### src/rtl/pwm_pkg.sv
// Shared types for the PWM bank: counter waveform selection.
package pwm_pkg;

    typedef enum logic {
        PWM_EDGE   = 1'b0,
        PWM_CENTER = 1'b1
    } pwm_mode_e;

endpackage

### src/rtl/pwm_chan_cmp.sv
// One PWM channel: double-buffered duty (shadow/active), compare against next counter, polarity, output flop.
// Latency: output registered on the same edge as the counter, so pwm_out tracks the visible counter exactly.
// Backpressure: none; shadow writes always accepted, active duty only reloads at the period boundary.
module pwm_chan_cmp #(
    parameter int CTRLEN = 8
) (
    input  logic              clk,
    input  logic              rst,
    input  logic              wr_hit,
    input  logic [CTRLEN:0]   duty_val,
    input  logic              boundary,
    input  logic [CTRLEN-1:0] counter_next,
    input  logic              polarity,
    output logic              pwm_out
);

    logic [CTRLEN:0] duty_sh;
    logic [CTRLEN:0] duty_act;
    logic [CTRLEN:0] duty_act_next;

    // A write landing on the boundary cycle goes straight into the active copy.
    always_comb begin
        duty_act_next = duty_act;
        if (boundary) begin
            duty_act_next = wr_hit ? duty_val : duty_sh;
        end
    end

    always_ff @(posedge clk) begin
        if (rst) begin
            duty_sh  <= '0;
            duty_act <= '0;
            pwm_out  <= 1'b0;
        end else begin
            if (wr_hit) begin
                duty_sh <= duty_val;
            end
            duty_act <= duty_act_next;
            pwm_out  <= ({1'b0, counter_next} < duty_act_next) ^ polarity;
        end
    end

endmodule

### src/rtl/pwm_bank.sv
// Multi-channel PWM: shared edge/center-aligned period counter, per-channel duty and polarity.
// Latency: counter, period_start and pwm_out are registered together; updates apply at the period boundary.
// Backpressure: none; enable acts as the prescaler tick and simply gates counter advance.
module pwm_bank
    import pwm_pkg::*;
#(
    parameter int NCH    = 4,
    parameter int CTRLEN = 8,
    parameter int CHW    = ($clog2(NCH) > 1) ? $clog2(NCH) : 1
) (
    input  logic              clk,
    input  logic              rst,
    input  logic              enable,
    input  pwm_mode_e         mode,
    input  logic [CTRLEN-1:0] period,
    input  logic              duty_wr,
    input  logic [CHW-1:0]    duty_ch,
    input  logic [CTRLEN:0]   duty_val,
    input  logic [NCH-1:0]    polarity,
    output logic [CTRLEN-1:0] counter,
    output logic              period_start,
    output logic [NCH-1:0]    pwm_out
);

    logic [CTRLEN-1:0] per_act;
    logic [CTRLEN-1:0] per_nx;
    logic [CTRLEN-1:0] counter_nx;
    pwm_mode_e         mode_act;
    pwm_mode_e         mode_nx;
    logic              dir_dn;
    logic              dir_dn_nx;
    logic              first;
    logic              tick_b;

    always_comb begin
        tick_b = 1'b0;
        if (enable) begin
            if (first) begin
                tick_b = 1'b1;
            end else if (mode_act == PWM_EDGE) begin
                tick_b = (counter == per_act);
            end else begin
                tick_b = (counter == '0) && dir_dn;
            end
        end
    end

    always_comb begin
        counter_nx = counter;
        dir_dn_nx  = dir_dn;
        per_nx     = per_act;
        mode_nx    = mode_act;
        if (tick_b) begin
            per_nx  = period;
            mode_nx = mode;
            // Center mode restarts on the upslope so the 0 sample appears once per period;
            // a zero period parks the counter with dir down so every tick is a boundary.
            if (mode == PWM_CENTER) begin
                counter_nx = (period == '0) ? '0 : CTRLEN'(1);
                dir_dn_nx  = (period == '0);
            end else begin
                counter_nx = '0;
                dir_dn_nx  = 1'b0;
            end
        end else if (enable) begin
            if (mode_act == PWM_EDGE) begin
                counter_nx = counter + CTRLEN'(1);
            end else if (!dir_dn) begin
                if (counter == per_act) begin
                    dir_dn_nx  = 1'b1;
                    counter_nx = (per_act == '0) ? '0 : counter - CTRLEN'(1);
                end else begin
                    counter_nx = counter + CTRLEN'(1);
                end
            end else begin
                counter_nx = counter - CTRLEN'(1);
            end
        end
    end

    always_ff @(posedge clk) begin
        if (rst) begin
            counter      <= '0;
            dir_dn       <= 1'b0;
            per_act      <= '1;
            mode_act     <= PWM_EDGE;
            first        <= 1'b1;
            period_start <= 1'b0;
        end else begin
            counter      <= counter_nx;
            dir_dn       <= dir_dn_nx;
            per_act      <= per_nx;
            mode_act     <= mode_nx;
            period_start <= tick_b;
            if (enable) begin
                first <= 1'b0;
            end
        end
    end

    for (genvar i = 0; i < NCH; i++) begin : g_ch
        logic wr_hit;
        assign wr_hit = duty_wr && (duty_ch == CHW'(i));

        pwm_chan_cmp #(
            .CTRLEN(CTRLEN)
        ) u_chan (
            .clk         (clk),
            .rst         (rst),
            .wr_hit      (wr_hit),
            .duty_val    (duty_val),
            .boundary    (tick_b),
            .counter_next(counter_nx),
            .polarity    (polarity[i]),
            .pwm_out     (pwm_out[i])
        );
    end

endmodule

### config.mk
export PLATFORM = sky130hd
export DESIGN_NAME = pwm_bank
export DESIGN_NICKNAME = d
export VERILOG_FILES = /design/src/rtl/pwm_pkg.sv /design/src/rtl/pwm_chan_cmp.sv /design/src/rtl/pwm_bank.sv
export SDC_FILE = /design/constraint.sdc
export NUM_CORES = 1
export LEC_CHECK = 0
export ABC_AREA = 1
export BUFFER_PORTS_ARGS = -buffer_cell sky130_fd_sc_hd__buf_2
export CORE_UTILIZATION = 64
export DETAILED_ROUTE_END_ITERATION = 16
export PLACE_DENSITY = 0.85
export SLEW_MARGIN = 10
export SYNTH_ARGS = -nofsm -noshare
export SYNTH_HDL_FRONTEND = slang
export SYNTH_HIERARCHICAL = 1
export SYNTH_SLANG_ARGS = --single-unit
### constraint.sdc
create_clock -name clk -period 4.3 [get_ports clk]
set_clock_uncertainty 0.15 [all_clocks]
set_input_delay 0.215 -clock clk [delete_from_list [all_inputs] [get_ports clk]]
set_output_delay 0.215 -clock clk [all_outputs]
set_load 0.03 [all_outputs]
# Yosys cells after proc, flatten, opt, wreduce, memory -nomap -nowiden

Cells that the tools add are included.

Equal/unequal tests: 4
Add/subtract/negate cells: 2
Bitwise gates (word level): 4
Reductions and logical operators: 12
Magnitude comparators: 4
Mux-type cells: 25

Operators by type and width:

| operator            | number |
|---|---|
| $mux 9              | 8 |
| $mux 8              | 6 |
| $lt 8x9->1          | 4 |
| $logic_not 8->1     | 3 |
| $mux 1              | 11 |
| $add 8x1->8 const B | 1 |
| $eq 8x8->1          | 1 |
| $sub 8x1->8 const B | 1 |
| $logic_and 1x1->1   | 5 |
| $eq 2x2->1 const B  | 2 |
| $reduce_bool 2->1   | 2 |
| $xor 1x1->1         | 4 |
| $eq 2x1->1 const B  | 1 |
| $logic_not 2->1     | 1 |
| $reduce_and 2->1    | 1 |

Bits in registers: 96

# Longest topological paths before layout

Gate-level depths: netlist of run 1.

Depth after elaboration: 9
Mapped depth: 24
Gate-level depth less buffers: 23

# Cells and area by module

Netlist of run 1, hierarchy kept.

Modules (own cells, without submodules):

| module       | instances | seq. area each (µm²) | area each (µm²) | cells an instance |
|---|---|---|---|---|
| pwm_chan_cmp | 4         | 380.4                | 868.3           | 108 |
| pwm_bank     | 1         | 400.4                | 1465.2          | 241 |

# Worst setup path before layout of run 1

Ideal clock, no wire load.

Kind: register to register
From: register counter[6]
To: register g_ch[0].u_chan.pwm_out
Required time: 4.035 ns
Stages on the path, launching flop included: 24
Path slack: 1.168 ns
Setup time: 0.115 ns
Arrival: 2.867 ns
Cells stage by stage: dfxtp_1 buf_2 xnor2_1 nand2_1 nor2_1 nand2_4 o21ai_4 nand2_2 inv_2 buf_6 clkbuf_1 nand2_1 o21ai_0 ha_1 nand2_1 inv_1 nand2_1 nand2_1 nand3_1 nand2_1 inv_1 nand3_1 nand2_1 nor2_1

Elaborated cells on any way between the ends: 17
Those cells by class: 2 x add/sub; 1 x order compare; 1 x eq/ne; 10 x mux; 1 x bitwise; 2 x reduce/logical

RTL lines:

| element                          | RTL line                           | text |
|---|---|---|
| start, declared                  | pwm_bank.sv:20                     | `output logic [CTRLEN-1:0] counter,` |
| start signal, assigned           | pwm_bank.sv:90                     | `counter <= counter_nx;` |
| $logic_not 8->1                  | pwm_bank.sv:43                     | `tick_b = (counter == '0) && dir_dn;` |
| $logic_and 1x1->1                | pwm_bank.sv:43                     |  |
| $mux 1 (*)                       | pwm_bank.sv:40                     | `end else if (mode_act == PWM_EDGE) begin` |
| $mux 1 (*)                       | pwm_bank.sv:38                     | `if (first) begin` |
| $mux 1 (*)                       | pwm_bank.sv:37                     | `if (enable) begin` |
| via tick_b                       | pwm_bank.sv:33                     | `logic tick_b;` |
| $mux 8 or $mux 9 (tied branches) | pwm_bank.sv:53, pwm_chan_cmp.sv:24 |  |
| $lt 8x9->1 (*)                   | pwm_chan_cmp.sv:39                 | `pwm_out <= ({1'b0, counter_next} < duty_act_next) ^ polarity;` |
| $xor 1x1->1 (*)                  | pwm_chan_cmp.sv:39                 |  |
| end signal, assigned             | pwm_chan_cmp.sv:39                 |  |
| end, declared                    | pwm_chan_cmp.sv:14                 | `output logic pwm_out` |

Mark *: on every way through the listed nets, which the timed path passes. The rest lies on a longest branch.
A chain may end at the register's enable or synchronous reset.

# Worst setup path in the final report of run 1

From: register counter[4]
To: register g_ch[0].u_chan.pwm_out

The elaborated chain is that of the path after synthesis.

==> flow_summary.yaml, run 1 <==
run_status:
  status: "finished, final reports clean"
yosys:
  synth_fa_ha_area_share_pct: 7.60
  synth.largest_area_cell: "dfxtp_1"
  yosysWarnings: 6
  syn-num-nets: 731
  syn_area_per_cell_um2: 7.34
  netlist_instances: 673
  synth_top_area_share_pct: 38.9
  ys_ff_latch: 96
  synth_top_family_by_area: "simple AND/OR/NAND/NOR gates"
  synthDistinctLibCells: 30
  yosys.area_share.simple_pct: 30.2
  muxShareOfSynthArea_pct: 5.68
  seq_area_frac_synth_pct: 38.9
  netlist_area_um2: 4940
  synth_xor_area_share_pct: 2.13
  synth_compound_area_share_pct: 7.30
  synthTopCellsByArea: "dfxtp_1 39%, nand2_1 12%, nor2_1 7.9%, ha_1 7.6%, mux2i_1 5.7%"
clock_tree:
  tritoncts: "yes"
  cts-root-buf: "clkbuf_8"
  cts.htree.levels: 3
  path_clk_slew_ns: 0.11
  cts_sinks: 96
  holdBufCountCts: 12
  post_cts_buffers: 0
  cts_buffers: 9
  clockBufferDepth: 2
  clkLatencyLatePin_ns: 0.36
  cts_resized: 0
finish:
  drive_gt1_share_pct: 11.3
  final_area_um2: 5440
  final_util_pct: 73.8
  nets: 770
  antenna_cells: 0
  final_common_cell: "nand2_1"
  syn_to_final_growth_pct: 10.1
  final_cell_mix: "158 x nand2_1, 104 x nor2_1, 96 x dfxtp_1"
power:
  clockPowerShare_pct: 28.7
  p_sw_mw: 0.647
  switching_share_pct: 32.9
  cellLeakagePower_nw: 2.61
  ir_drop_uv: 324
  combPwrFrac_pct: 22.0
  seqPwrFrac_pct: 49.4
  powerDensity_nw_per_um2: 362
  intPower_mw: 1.32
placement:
  place_congestion: 0.911
  place_ws_ns: 0.595
  place_area_um2: 5130
  portBuffers: 40
  hpwl_mm: 8.17
min_path:
  hold_end: "g_ch[2].u_chan/duty_sh[1]$_SDFF_PP0_"
  worstHoldStart: "duty_val[1]"
  min_path_type: "in2reg"
  hold_depth: 3
global_route:
  grt-ovfl-total: 0
  antenna_found_initial: 0
  grt_pass1_vias: 4037
  grt_pass1_wl_mm: 18.8
  grt_max_degree: 58
  grt_use_total_pct: 29.1
setup_path:
  start_kind: "flop"
  crit_chain: "xnor2_1 -> nand2_1 -> nor2_2 -> nand2_4 -> o21ai_4 -> nand2_2 -> inv_2 -> buf_12 -> nand2_1 -> o21ai_0 -> ha_1 -> nand2_1 -> inv_1 -> nand2_1 -> nand2_1 -> nand3_1 -> nand2_1 -> inv_1 -> nand3_1 -> nand2_1 -> nor2_1"
  rr_endpoint: "g_ch[0].u_chan/pwm_out$_SDFF_PP0_"
  arrival_ns: 3.89
  cp.required_ns: 4.42
  slowest_stage: "dfxtp_1"
  cp_max_fo: 41
  crit_top_cell: "nand2_1"
  timing.rr.start: "counter[4]$_SDFF_PP0_"
  path_class: "reg2reg"
  crit_buf_inv: 4
  critPathCaptureType: "flop"
  cp_top_family: "simple AND/OR/NAND/NOR gates"
  rrSetupSlack_ns: 0.53
  critPathMaxStageDelay_ns: 0.59
  r2r_cells: 21
sta:
  fin_tns_setup_ns: 0
  fin_hold_ws_ns: 0.0189
  rsz0062_at_grt: "false"
  max_slew_margin_pct: 58.5
  setup_ws_ns: 0.531
  fin_crit_ns: 3.77
  hold_viol: 0
  tightest_slew_ns: 0.622
  fmax_ghz: 0.265
  fin_crit_sh_pct: 87.7
  slew_viol_final: 0
  finalSetupViolCount: 0
floorplanning:
  start_util_pct: 67.0
  dieArea_um2: 8070
  row_count: 31
  coreArea_um2: 7370
  die_w_um: 89.8
  die_y_um: 89.8
  ios: 41
routing:
  drc: 0
  drt_wl_total_mm: 11.6
  viasPerCell: 5.44
  drtAntennaViolNets: 0
  first_iter_violations: 370
  wl_per_cell_um: 14.2
  num_vias: 4439
  first_pass_iters: 5
run:
  cap_violations: 0
==> area by class of cell <==
type	count	area (um2)
inverter	56	210
clock buffer	9	124
clock inverter	7	65.1
multi-input combinational	491	2610
sequential	96	1920
fill	579	1930
timing repair buffer	58	378
tap	99	124
==> worst min-delay path, cell delays in order <==
cell and delay, ns:
buf_2 0.11, mux2i_1 0.09, nor2_1 0.09
==> worst max-delay path by stage <==
stage	start	end	slack, ns	depth (start not counted)
floorplan	counter[6]$_SDFF_PP0_	g_ch[0].u_chan/pwm_out$_SDFF_PP0_	1.17	23
global placement	counter[4]$_SDFF_PP0_	g_ch[2].u_chan/pwm_out$_SDFF_PP0_	0.70	21
detailed placement	counter[4]$_SDFF_PP0_	g_ch[0].u_chan/pwm_out$_SDFF_PP0_	0.60	21
CTS	counter[4]$_SDFF_PP0_	g_ch[0].u_chan/pwm_out$_SDFF_PP0_	0.56	21
global route	counter[3]$_SDFF_PP0_	g_ch[2].u_chan/pwm_out$_SDFF_PP0_	0.17	23
finish	counter[4]$_SDFF_PP0_	g_ch[0].u_chan/pwm_out$_SDFF_PP0_	0.53	21
==> layer usage <==
metal  GRT usage, %  share of wire, %  vias to the layer above  wire length [um]
li1               -                 -                     2245                 -
met5              0                 0                        -                 0
met2           47.1                46                      140              5390
met4           9.97               1.9                        0               221
met3           3.47               4.9                       19               567
met1           40.2                47                     2035              5430
==> power by group through the flow <==
stage	Clock (mW)	Combinational (mW)	Sequential, mW
final	0.564	0.432	0.973
after global routing	0.604	0.488	0.977
after CTS	0.572	0.428	0.972
after detailed placement	0	0.415	0.992
after global placement	0	0.401	0.990
after floorplan	0	0.304	0.999
==> synth_stat cells, drive strengths merged <==
| cell type | n |
|---|---|
| buf | 20 |
| xor2 | 6 |
| a21oi | 36 |
| nor2 | 105 |
| nand2 | 162 |
| nand3b | 4 |
| dfxtp | 96 |
| inv | 55 |
| clkbuf | 10 |
| nor4 | 2 |
| o21ai | 33 |
| or2 | 8 |
| xnor2 | 6 |
| clkinv | 1 |
| nor3 | 8 |
| nand3 | 56 |
| and2 | 1 |
| ha | 30 |
| mux2i | 28 |
| nand4 | 6 |
==> per-stage QoR <==
step / std cells / power (mW)
2_1_floorplan: 673 / 1.30
6_report: 816 / 1.97
5_1_grt: 816 / 2.07
4_1_cts: 816 / 1.97
3_5_place_dp: 788 / 1.41
3_3_place_gp: 788 / 1.39
==> state kept, by name, indices dropped and copies added (netlist names) <==
name	flops
mode_act	1
period_start	1
per_act	8
counter	8
dir_dn	1
first	1
g_ch.u_chan/pwm_out	4
g_ch.u_chan/duty_sh	36
g_ch.u_chan/duty_act	36
==> cell families after synthesis <==
logic type	after synthesis
and+or+nand+nor	352
DFF	96
buffers and inverters	86
AOI/OAI and AO/OA	69
adders and majority gates	30
muxes	28
xor gates and xnor gates	12
Note: power is estimated with default switching activity, not from simulation.
==> run 2: changes to the inputs <==
--- a/config.mk
+++ b/config.mk
@@ -9,7 +9,7 @@
 export BUFFER_PORTS_ARGS = -buffer_cell sky130_fd_sc_hd__buf_2
 export CORE_UTILIZATION = 64
 export DETAILED_ROUTE_END_ITERATION = 16
-export PLACE_DENSITY = 0.85
+export PLACE_DENSITY_LB_ADDON = 0.2
 export SLEW_MARGIN = 10
 export SYNTH_ARGS = -nofsm -noshare
 export SYNTH_HDL_FRONTEND = slang
==> run 2 against run 1 <==
  * Fmax increased by 1.5%
  * Routed wire length grew 2.0%
  * Final area is 0.71% higher
  * First-iteration DRC count fell by 10%
  * Critical path depth down 6
  * Clock-buffer cell count grew 1
  * Core utilization is 0.53 points higher
  * Global-route usage grew 0.98 points
  * Via count rose by 1.2%
  * Register-to-register slack better by 0.05 ns
  * Sequential cell count unchanged
  * Die area stayed put
  * Critical path type unchanged
  * Largest power group unchanged
==> flow_summary.yaml, run 2 (synthesis gave the netlist of run 1 again) <==
global_route:
  antenna_found_initial: 0
  grt_pass1_vias: 4170
  grt_max_degree: 73
  grt_pass1_wl_mm: 19.3
  grt-ovfl-total: 0
  grt_use_total_pct: 30.1
clock_tree:
  cts.htree.levels: 3
  cts-root-buf: "clkbuf_8"
  clockBufferDepth: 2
  path_clk_slew_ns: 0.10
  tritoncts: "yes"
  cts_resized: 0
  cts_sinks: 96
  clkLatencyLatePin_ns: 0.37
  cts_buffers: 9
power:
  ir_drop_uv: 297
  cellLeakagePower_nw: 2.64
  total_power_mw: 2.03
  powerDensity_nw_per_um2: 370
sta:
  hold_viol: 0
  finalSetupViolCount: 0
  fmax_ghz: 0.269
  rsz0062_at_grt: "false"
  fin_tns_setup_ns: 0
  max_slew_margin_pct: 52.7
  fin_crit_ns: 3.72
  slew_viol_final: 0
  fin_crit_sh_pct: 86.4
  tightest_slew_ns: 0.710
finish:
  nets: 772
  final_cell_mix: "158 x nand2_1, 104 x nor2_1, 96 x dfxtp_1"
  reg_top3: "g_ch.u_chan/duty_act (36), g_ch.u_chan/duty_sh (36)"
  antenna_cells: 0
  regArea_um2: 1920
  fillers: 602
  final_area_um2: 5470
  syn_to_final_growth_pct: 10.8
  multi_input_area_um2: 2610
  final_common_cell: "nand2_1"
  drive_gt1_share_pct: 11.4
floorplanning:
  ios: 41
  dieArea_um2: 8070
  row_count: 31
  start_util_pct: 67.0
  coreArea_um2: 7370
  die_y_um: 89.8
  die_w_um: 89.8
routing:
  drt_wl_total_mm: 11.8
  first_iter_violations: 332
  num_vias: 4492
  drc: 0
  wl_per_cell_um: 14.5
  viasPerCell: 5.49
  first_pass_iters: 5
  drtAntennaViolNets: 0
placement:
  place_congestion: 0.887
  hpwl_mm: 8.25
  place_area_um2: 5130
  portBuffers: 40
setup_path:
  arrival_ns: 3.83
  cp_max_fo: 39
  cp.required_ns: 4.42
  path_class: "reg2reg"
  start_kind: "flop"
  critPathCaptureType: "flop"
run_status:
  status: "finished, final reports clean"
min_path:
  min_path_type: "in2reg"
run:
  cap_violations: 0
[run 2: changes by cell type in the layout (fill, tap and decap cells not counted)]
cell / delta
clkinv_8: -1
clkinv_4: +1
clkbuf_8: +1
bufinv_16: +1
dlygate4sd3_1: +1
clkinvlp_4: -2
buf_4: +1
[run 2: routing by layer]
| layer | wire (um) | vias up | global-route usage, % |
|---|---|---|---|
| met2 | 5690 | 133 | 51.3 |
| li1 | - | 2259 | - |
| met4 | 319 | 0 | 11.6 |
| met3 | 618 | 30 | 6.26 |
| met1 | 5220 | 2070 | 37.2 |
| met5 | 0 | - | 0 |
[run 2: final timing paths]
check	startpoint	endpoint	slack, ns	depth (start not counted)
setup / recovery	counter[4]$_SDFF_PP0_	g_ch[2].u_chan/pwm_out$_SDFF_PP0_	0.58	15
hold / removal	duty_val[2]	g_ch[0].u_chan/duty_sh[2]$_SDFF_PP0_	0.03	3
setup reg to reg	counter[4]$_SDFF_PP0_	g_ch[2].u_chan/pwm_out$_SDFF_PP0_	0.58	15
hold reg to reg	g_ch[3].u_chan/duty_sh[0]$_SDFF_PP0_	g_ch[3].u_chan/duty_sh[0]$_SDFF_PP0_	0.33	2
[run 2: power by group]
group	internal [mW]	switching [mW]
registers	0.942	0.0290
clock network	0.293	0.329
logic	0.159	0.276
total	1.39	0.634
[run 2: cell type report]
type                    instances  share of cell area [%]
repair buffers                 60                    7.22
clock inverters                 6                    1.33
inverters                      56                    3.84
flip-flops and latches         96                    35.1
clock buffers                  10                    2.51
multi-input cells             491                    47.7
well taps                      99                    2.26
[run 2: critical path: stages, from the launching register on]
cell	delay [ns]
dfxtp_1	0.56
xnor2_1	0.16
nand2_1	0.08
nor2_2	0.14
nand2_4	0.10
o21ai_4	0.32
nand2_2	0.26
inv_2	0.45
buf_12	0.25
o21ai_0	0.17
ha_1	0.37
nand3_1	0.12
a21oi_1	0.14
nand3_1	0.10
a21oi_1	0.16
nor2_1	0.07
[run 2: timing repair]
action,CTS,global route
buffers inserted,0,0
setup endpoints to repair,0,0
hold buffers,13,0
hold endpoints to repair,14,0
[run 2: per-stage QoR]
| stage | instances | hold WS, ns | setup WS (ns) | utilization, % |
|---|---|---|---|---|
| global route | 818 | 0.0339 | 0.279 | 74.3 |
| CTS | 818 | 0.0206 | 0.628 | 74.3 |
| detailed placement | 789 | 0.283 | 0.654 | 69.7 |
| finish | 818 | 0.0294 | 0.585 | 74.3 |
| floorplan | 673 | 0.178 | 1.17 | - |
| global placement | 789 | 0.279 | 0.811 | 69.7 |
